File: config.mk
export PLATFORM = sky130hd
export DESIGN_NAME = b7_rx_ctrl
export DESIGN_NICKNAME = d
export VERILOG_FILES = /design/src/rtl/b7_rx_pkg.sv /design/src/rtl/b7_rx_fifo.sv /design/src/rtl/b7_rx_ctrl.sv
export SDC_FILE = /design/constraint.sdc
export NUM_CORES = 1
export LEC_CHECK = 0
export CORE_MARGIN = 10
export CORE_UTILIZATION = 55
export DETAILED_ROUTE_END_ITERATION = 12
export PLACE_DENSITY = 0.76
export SLEW_MARGIN = 20
export SYNTH_ARGS = -nofsm -noshare
export SYNTH_HDL_FRONTEND = slang
export SYNTH_SLANG_ARGS = --single-unit
File: constraint.sdc
create_clock -name clk -period 2.6 [get_ports clk]
set_input_delay 0.39 -clock clk [delete_from_list [all_inputs] [get_ports clk]]
set_output_delay 0.39 -clock clk [all_outputs]
set_load 0.02 [all_outputs]
File: src/rtl/b7_rx_pkg.sv
// Shared types and constants for the 7-bit serial receive controller.
package b7_rx_pkg;

  localparam int CW = 7;

  localparam logic IDLE_LVL  = 1'b1;
  localparam logic START_LVL = 1'b0;

  typedef enum logic [1:0] {
    IDLE   = 2'd0,
    DATA   = 2'd1,
    PARITY = 2'd2,
    STOP   = 2'd3
  } state_e;

  // Even parity: the parity bit makes the total count of ones even.
  function automatic logic evenParity(input logic [CW-1:0] data);
    return ^data;
  endfunction

endpackage

File: src/rtl/b7_rx_fifo.sv
// Small character FIFO between the receive FSM and the downstream consumer.
// Head output reads as zero whenever the FIFO is empty.
module b7_rx_fifo #(
  parameter int DEPTH = 4,
  parameter int CW    = 7
) (
  input  logic                     clk,
  input  logic                     rst,
  input  logic                     push_i,
  input  logic [CW-1:0]            data_i,
  input  logic                     pop_i,
  output logic [CW-1:0]            head_o,
  output logic                     full_o,
  output logic                     empty_o,
  output logic [$clog2(DEPTH):0]   count_o
);

  localparam int AW   = $clog2(DEPTH);
  localparam int CNTW = AW + 1;

  logic [CW-1:0]   mem_q [DEPTH];
  logic [AW-1:0]   wrPtr_q;
  logic [AW-1:0]   rdPtr_q;
  logic [CNTW-1:0] count_q;
  logic            doPush;
  logic            doPop;

  assign full_o  = (count_q == CNTW'(DEPTH));
  assign empty_o = (count_q == '0);
  assign count_o = count_q;
  assign head_o  = empty_o ? '0 : mem_q[rdPtr_q];

  // A pop frees a slot in the same edge, so a full FIFO can still accept a push.
  assign doPop  = pop_i & ~empty_o;
  assign doPush = push_i & (~full_o | doPop);

  // Pointer and occupancy bookkeeping; pointers wrap naturally at DEPTH.
  always_ff @(posedge clk) begin
    if (!rst) begin
      wrPtr_q <= '0;
      rdPtr_q <= '0;
      count_q <= '0;
    end else begin
      if (doPush) wrPtr_q <= wrPtr_q + AW'(1);
      if (doPop)  rdPtr_q <= rdPtr_q + AW'(1);
      if (doPush && !doPop)      count_q <= count_q + CNTW'(1);
      else if (doPop && !doPush) count_q <= count_q - CNTW'(1);
    end
  end

  // Storage needs no reset because the head is masked while empty.
  always_ff @(posedge clk) begin
    if (doPush) mem_q[wrPtr_q] <= data_i;
  end

endmodule

File: src/rtl/b7_rx_ctrl.sv
// Receive controller: start-bit detection, MSB-first 7-bit capture, stop-bit
// check and buffering of good characters for a valid/ready consumer.
// Optional even-parity bit between data and stop: define B7_RX_PARITY_EN.
module b7_rx_ctrl
  import b7_rx_pkg::*;
#(
  parameter int DEPTH = 4
) (
  input  logic                   clk,
  input  logic                   rst,
  input  logic                   in,
  input  logic                   en,
  output logic [CW-1:0]          char_out,
  output logic                   char_valid,
  input  logic                   char_ready,
  output logic                   busy,
  output logic                   frame_err,
  output logic                   overflow,
  output logic [$clog2(DEPTH):0] fifo_count
`ifdef B7_RX_PARITY_EN
  ,
  output logic                   parity_err
`endif
);

  localparam logic [2:0] LAST_BIT = 3'(CW - 1);

  state_e        state_q;
  logic [CW-1:0] shift_q;
  logic [CW-1:0] shift_d;
  logic [2:0]    cnt_q;
  logic          frameErr_q;
  logic          overflow_q;
  logic          charGood;
  logic          pop;
  logic          fifoFull;
  logic          fifoEmpty;
  logic          dropChar;
`ifdef B7_RX_PARITY_EN
  logic          parBad_q;
  logic          parityErr_q;
`endif

  assign shift_d = {shift_q[CW-2:0], in};

`ifdef B7_RX_PARITY_EN
  assign charGood = (state_q == STOP) && (in == IDLE_LVL) && !parBad_q;
`else
  assign charGood = (state_q == STOP) && (in == IDLE_LVL);
`endif

  assign pop      = char_valid & char_ready;
  assign dropChar = charGood & fifoFull & ~pop;

  // Frame sequencing, data shifting and the registered status flags.
  always_ff @(posedge clk) begin
    if (!rst) begin
      state_q    <= IDLE;
      shift_q    <= '0;
      cnt_q      <= '0;
      frameErr_q <= 1'b0;
      overflow_q <= 1'b0;
`ifdef B7_RX_PARITY_EN
      parBad_q    <= 1'b0;
      parityErr_q <= 1'b0;
`endif
    end else begin
      frameErr_q <= 1'b0;
`ifdef B7_RX_PARITY_EN
      parityErr_q <= 1'b0;
`endif
      if (dropChar) overflow_q <= 1'b1;
      case (state_q)
        IDLE: begin
          if (en && (in == START_LVL)) begin
            state_q <= DATA;
            cnt_q   <= '0;
          end
        end
        DATA: begin
          shift_q <= shift_d;
          cnt_q   <= cnt_q + 3'd1;
          if (cnt_q == LAST_BIT) begin
`ifdef B7_RX_PARITY_EN
            state_q <= PARITY;
`else
            state_q <= STOP;
`endif
          end
        end
`ifdef B7_RX_PARITY_EN
        PARITY: begin
          parBad_q <= (in != evenParity(shift_q));
          state_q  <= STOP;
        end
`endif
        STOP: begin
          frameErr_q <= (in == START_LVL);
`ifdef B7_RX_PARITY_EN
          parityErr_q <= parBad_q;
          parBad_q    <= 1'b0;
`endif
          state_q <= IDLE;
        end
        default: state_q <= IDLE;
      endcase
    end
  end

  b7_rx_fifo #(
    .DEPTH (DEPTH),
    .CW    (CW)
  ) u_fifo (
    .clk     (clk),
    .rst     (rst),
    .push_i  (charGood),
    .data_i  (shift_q),
    .pop_i   (pop),
    .head_o  (char_out),
    .full_o  (fifoFull),
    .empty_o (fifoEmpty),
    .count_o (fifo_count)
  );

  assign char_valid = ~fifoEmpty;
  assign busy       = (state_q != IDLE);
  assign frame_err  = frameErr_q;
  assign overflow   = overflow_q;
`ifdef B7_RX_PARITY_EN
  assign parity_err = parityErr_q;
`endif

endmodule

==> results_dict.tcl <==
set metrics [dict create \
    cts.root.buffer_cell "sky130_fd_sc_hd__clkbuf_8" \
    series_of_cell_instances_along_the_critical_path "buf_4 > mux4_2 > and2b_1 > clkdlybuf4s50_1" \
    cts_tree "yes" \
    synthDominantAreaCellType "sky130_fd_sc_hd__edfxtp_1" \
    startpoint_type "flop" \
    worst-endpoint-required_ps 2210 \
    setup_violations 0 \
    synth-edff-count 28 \
    post-route-drc-count 0 \
    postSynth.asyncResetShare_pct 0 \
    layout_worst_path_cycle_share_pct 92.6 \
    cts-htree-levels 2 \
    effective_utilization_at_floorplan_pct 57.0 \
    timing.hold.worst_path_depth 2 \
    num-fill-cells 288 \
    numCtsBuffers 5 \
    delay_of_the_slowest_critical_path_stage_ps 530 \
    worst-setup-path-type "flop to primary output" \
    power_per_cell_area_nw_per_um2 826 \
    detail_route.iter0.violations 52 \
    critical_path.max_fanout 7 \
    postCtsSetupBuffers 0 \
    synth_fp_nets 170 \
    irDropWorstVdd_v 0.000483 \
    cp_top_family "buffers and inverters" \
    synthesis.yosys.warnings 0 \
    hold_viol 0 \
    clock_latency_ps 300 \
    routed-via-count 1238 \
    synth_area_leaders "sky130_fd_sc_hd__edfxtp_1, sky130_fd_sc_hd__dfxtp_1, sky130_fd_sc_hd__mux4_2" \
    flops_latches_synth 51 \
    cts_resized 0 \
    synth.most_common_cell "sky130_fd_sc_hd__edfxtp_1" \
    synth_seq_area_share_pct 61.9 \
    finalCriticalPeriod_ps 2410 \
    startpoint_of_the_most_critical_register_to_register_path "u_fifo.count_o[0]" \
    synth.avg_cell_area_um2 13.4 \
    hp-start "cnt_q[1]" \
    post_route_cells_drive_above_1_share_pct 13.3 \
    slew_headroom_pct 61.7 \
    std_cell_rows 22 \
    cts-root-to-sink-buffers 2 \
    avgViaCountPerCell 5.43 \
    endpoint_kind "primary output" \
    maximum_number_of_pins_on_one_net_before_global_route_repair 18 \
    synth-main-ff-cell "sky130_fd_sc_hd__edfxtp_1" \
    holdCritPathClass "flop to flop" \
    static-leakage-power_nw 0.846 \
    min_to "cnt_q[1]" \
    wl_per_cell_um 15.3 \
    pin_count 19 \
    drtAntennaViolNets 0 \
    dieWidth_um 81.8 \
    finalWirelength_um 3490 \
    grt_antenna_before_repair 0 \
    half_perimeter_wire_length_of_the_detailed_placement_result_um 2590 \
    ff2ff_setup_slack_ps 360 \
    globalRouteTotalUtil_pct 11.9 \
    detailedRoute.firstPassIterationCount 4 \
    synth_area_um2 2100 \
    gp_routability_congestion 0.790 \
    grt_overflow 0 \
    netlist_top_cells_count "sky130_fd_sc_hd__edfxtp_1, sky130_fd_sc_hd__dfxtp_1, sky130_fd_sc_hd__nand2_1" \
    clock_skew_ps 6.30 \
    timing.critical_path.depth 4 \
    postLayoutCoreUtil_pct 65.9 \
    fmax_ghz 0.415 \
    cap_viol_max_count 0 \
    vias_in_the_first_global_route 1242 \
    cts.hold.buffers_added 0 \
    grt_first_pass_wirelength_um 6020 \
    post-synth-top-area-fraction_pct 40.0 \
    port_bufs 18 \
    critical_path_arrival_ps 2020 \
    die_height_um 81.8 \
    worstPathBufferInverterCount 2 \
    final_nets 192 \
    critical_path.slowest_cell "sky130_fd_sc_hd__clkdlybuf4s50_1" \
    rsz0062_at_grt "false" \
    max_slew.worst_pin.slew_ps 574 \
    timing.rr.end "u_fifo.count_o[2]" \
    post_synth_inst_count 157 \
    insertedDiodeCount 0 \
    synth.lib_cells_used.distinct 34 \
    finalMaxSlewViolations 0 \
    floorplan.die_area_um2 6690 \
    cts.sinks 51 \
    status "finished clean" \
    layout-area-overhead-vs-synth_pct 15.6 \
    final_sum_of_negative_setup_slack_ps 0 \
    cts.reportedPaths.clkPinSlew_ps 90 \
    worst-r2r-cell-count 8 \
    floorplan.core_area_um2 3690 \
]
## cells by family after synthesis
kind of cell / after synthesis / synth area share, %
simple gates: 53 / 14.6
flops: 51 / 61.9
compound gates: 19 / 5.30
buf+inv: 13 / 2.86
mux: 10 / 8.93
fa+ha+maj: 8 / 5.12
xor+xnor: 3 / 1.25
## registers in the layout (all words and copies together), names as in the netlist, named ones only
name            count
overflow            1
u_fifo.wrPtr_q      2
u_fifo.rdPtr_q      2
frame_err           1
u_fifo.count_o      3
u_fifo.mem_q       28
shift_q             7
cnt_q               3
state_q             2
## worst reg2reg max path: stages, from the launching register on
cell	delay (ps)
sky130_fd_sc_hd__dfxtp_1	540
sky130_fd_sc_hd__nor4b_4	110
sky130_fd_sc_hd__nor3b_4	230
sky130_fd_sc_hd__ha_1	220
sky130_fd_sc_hd__inv_1	60
sky130_fd_sc_hd__fa_1	380
sky130_fd_sc_hd__xor2_1	180
sky130_fd_sc_hd__or3_1	320
sky130_fd_sc_hd__a21oi_1	140
## power breakdown
part           internal, mW  leakage [nW]  switching, mW
Sequential            0.874         0.446         0.0575
Clock                 0.217        0.0474          0.255
Combinational         0.310         0.353          0.292
Total                  1.40         0.846          0.605
## metrics by stage
stage	worst slack (ps)	std cells	area [µm²]	hold WS, ps	power [mW]
detailed placement	-29.6	220	2330	492	1.56
global route	26.6	228	2430	535	2.10
floorplan	293	157	2100	450	1.32
global placement	59.9	220	2330	468	1.55
finish	193	228	2430	500	2.01
CTS	160	228	2430	506	2.03
## area by class of cell
| type | count | area [µm²] | share of cell area [%] |
|---|---|---|---|
| multi-input combinational | 93 | 741 | 30.5 |
| clock inverter | 2 | 16.3 | 0.669 |
| sequential | 51 | 1300 | 53.6 |
| tap | 48 | 60.1 | 2.47 |
| clock buffer | 6 | 82.6 | 3.40 |
| timing repair buffer | 21 | 203 | 8.34 |
| inverter | 7 | 26.3 | 1.08 |
## worst max path at each step
stage                           start                end  slack (ps)
finish                           flop        char_out[1]         190
CTS                 u_fifo.count_o[0]        char_out[1]         160
floorplan           u_fifo.count_o[0]  u_fifo.count_o[2]         290
global route        u_fifo.count_o[0]        char_out[1]          30
detailed placement         char_ready  u_fifo.count_o[2]         -30
global placement           char_ready  u_fifo.count_o[2]          60
## cell usage in the layout (no fill, tap or decap), drive strengths merged
cell type	instances
inv	7
fa	1
xor2	3
nor2b	1
edfxtp	28
nor2	6
nand2b	2
dfxtp	23
clkinvlp	1
ha	7
nand2	21
and2b	7
mux4	7
or3	2
nor4bb	1
o32ai	1
or2	1
nor3b	1
o21ai	3
nand3b	1
clkinv	1
clkbuf	6
a31oi	1
buf	3
nor4b	1
clkdlybuf4s50	18
nor3	2
and2	5
a21oi	12
mux2i	3
nand3	2
o31ai	1
a41oi	1
## per-layer routing
metal	global-route usage (%)	vias to the layer above	share of wire [%]
li1	-	601	-
met1	12.8	612	41
met2	20.7	18	52
met3	4.15	7	5.6
met4	5.10	0	1.7
met5	0	-	0
(Power assumes the default switching activity.)
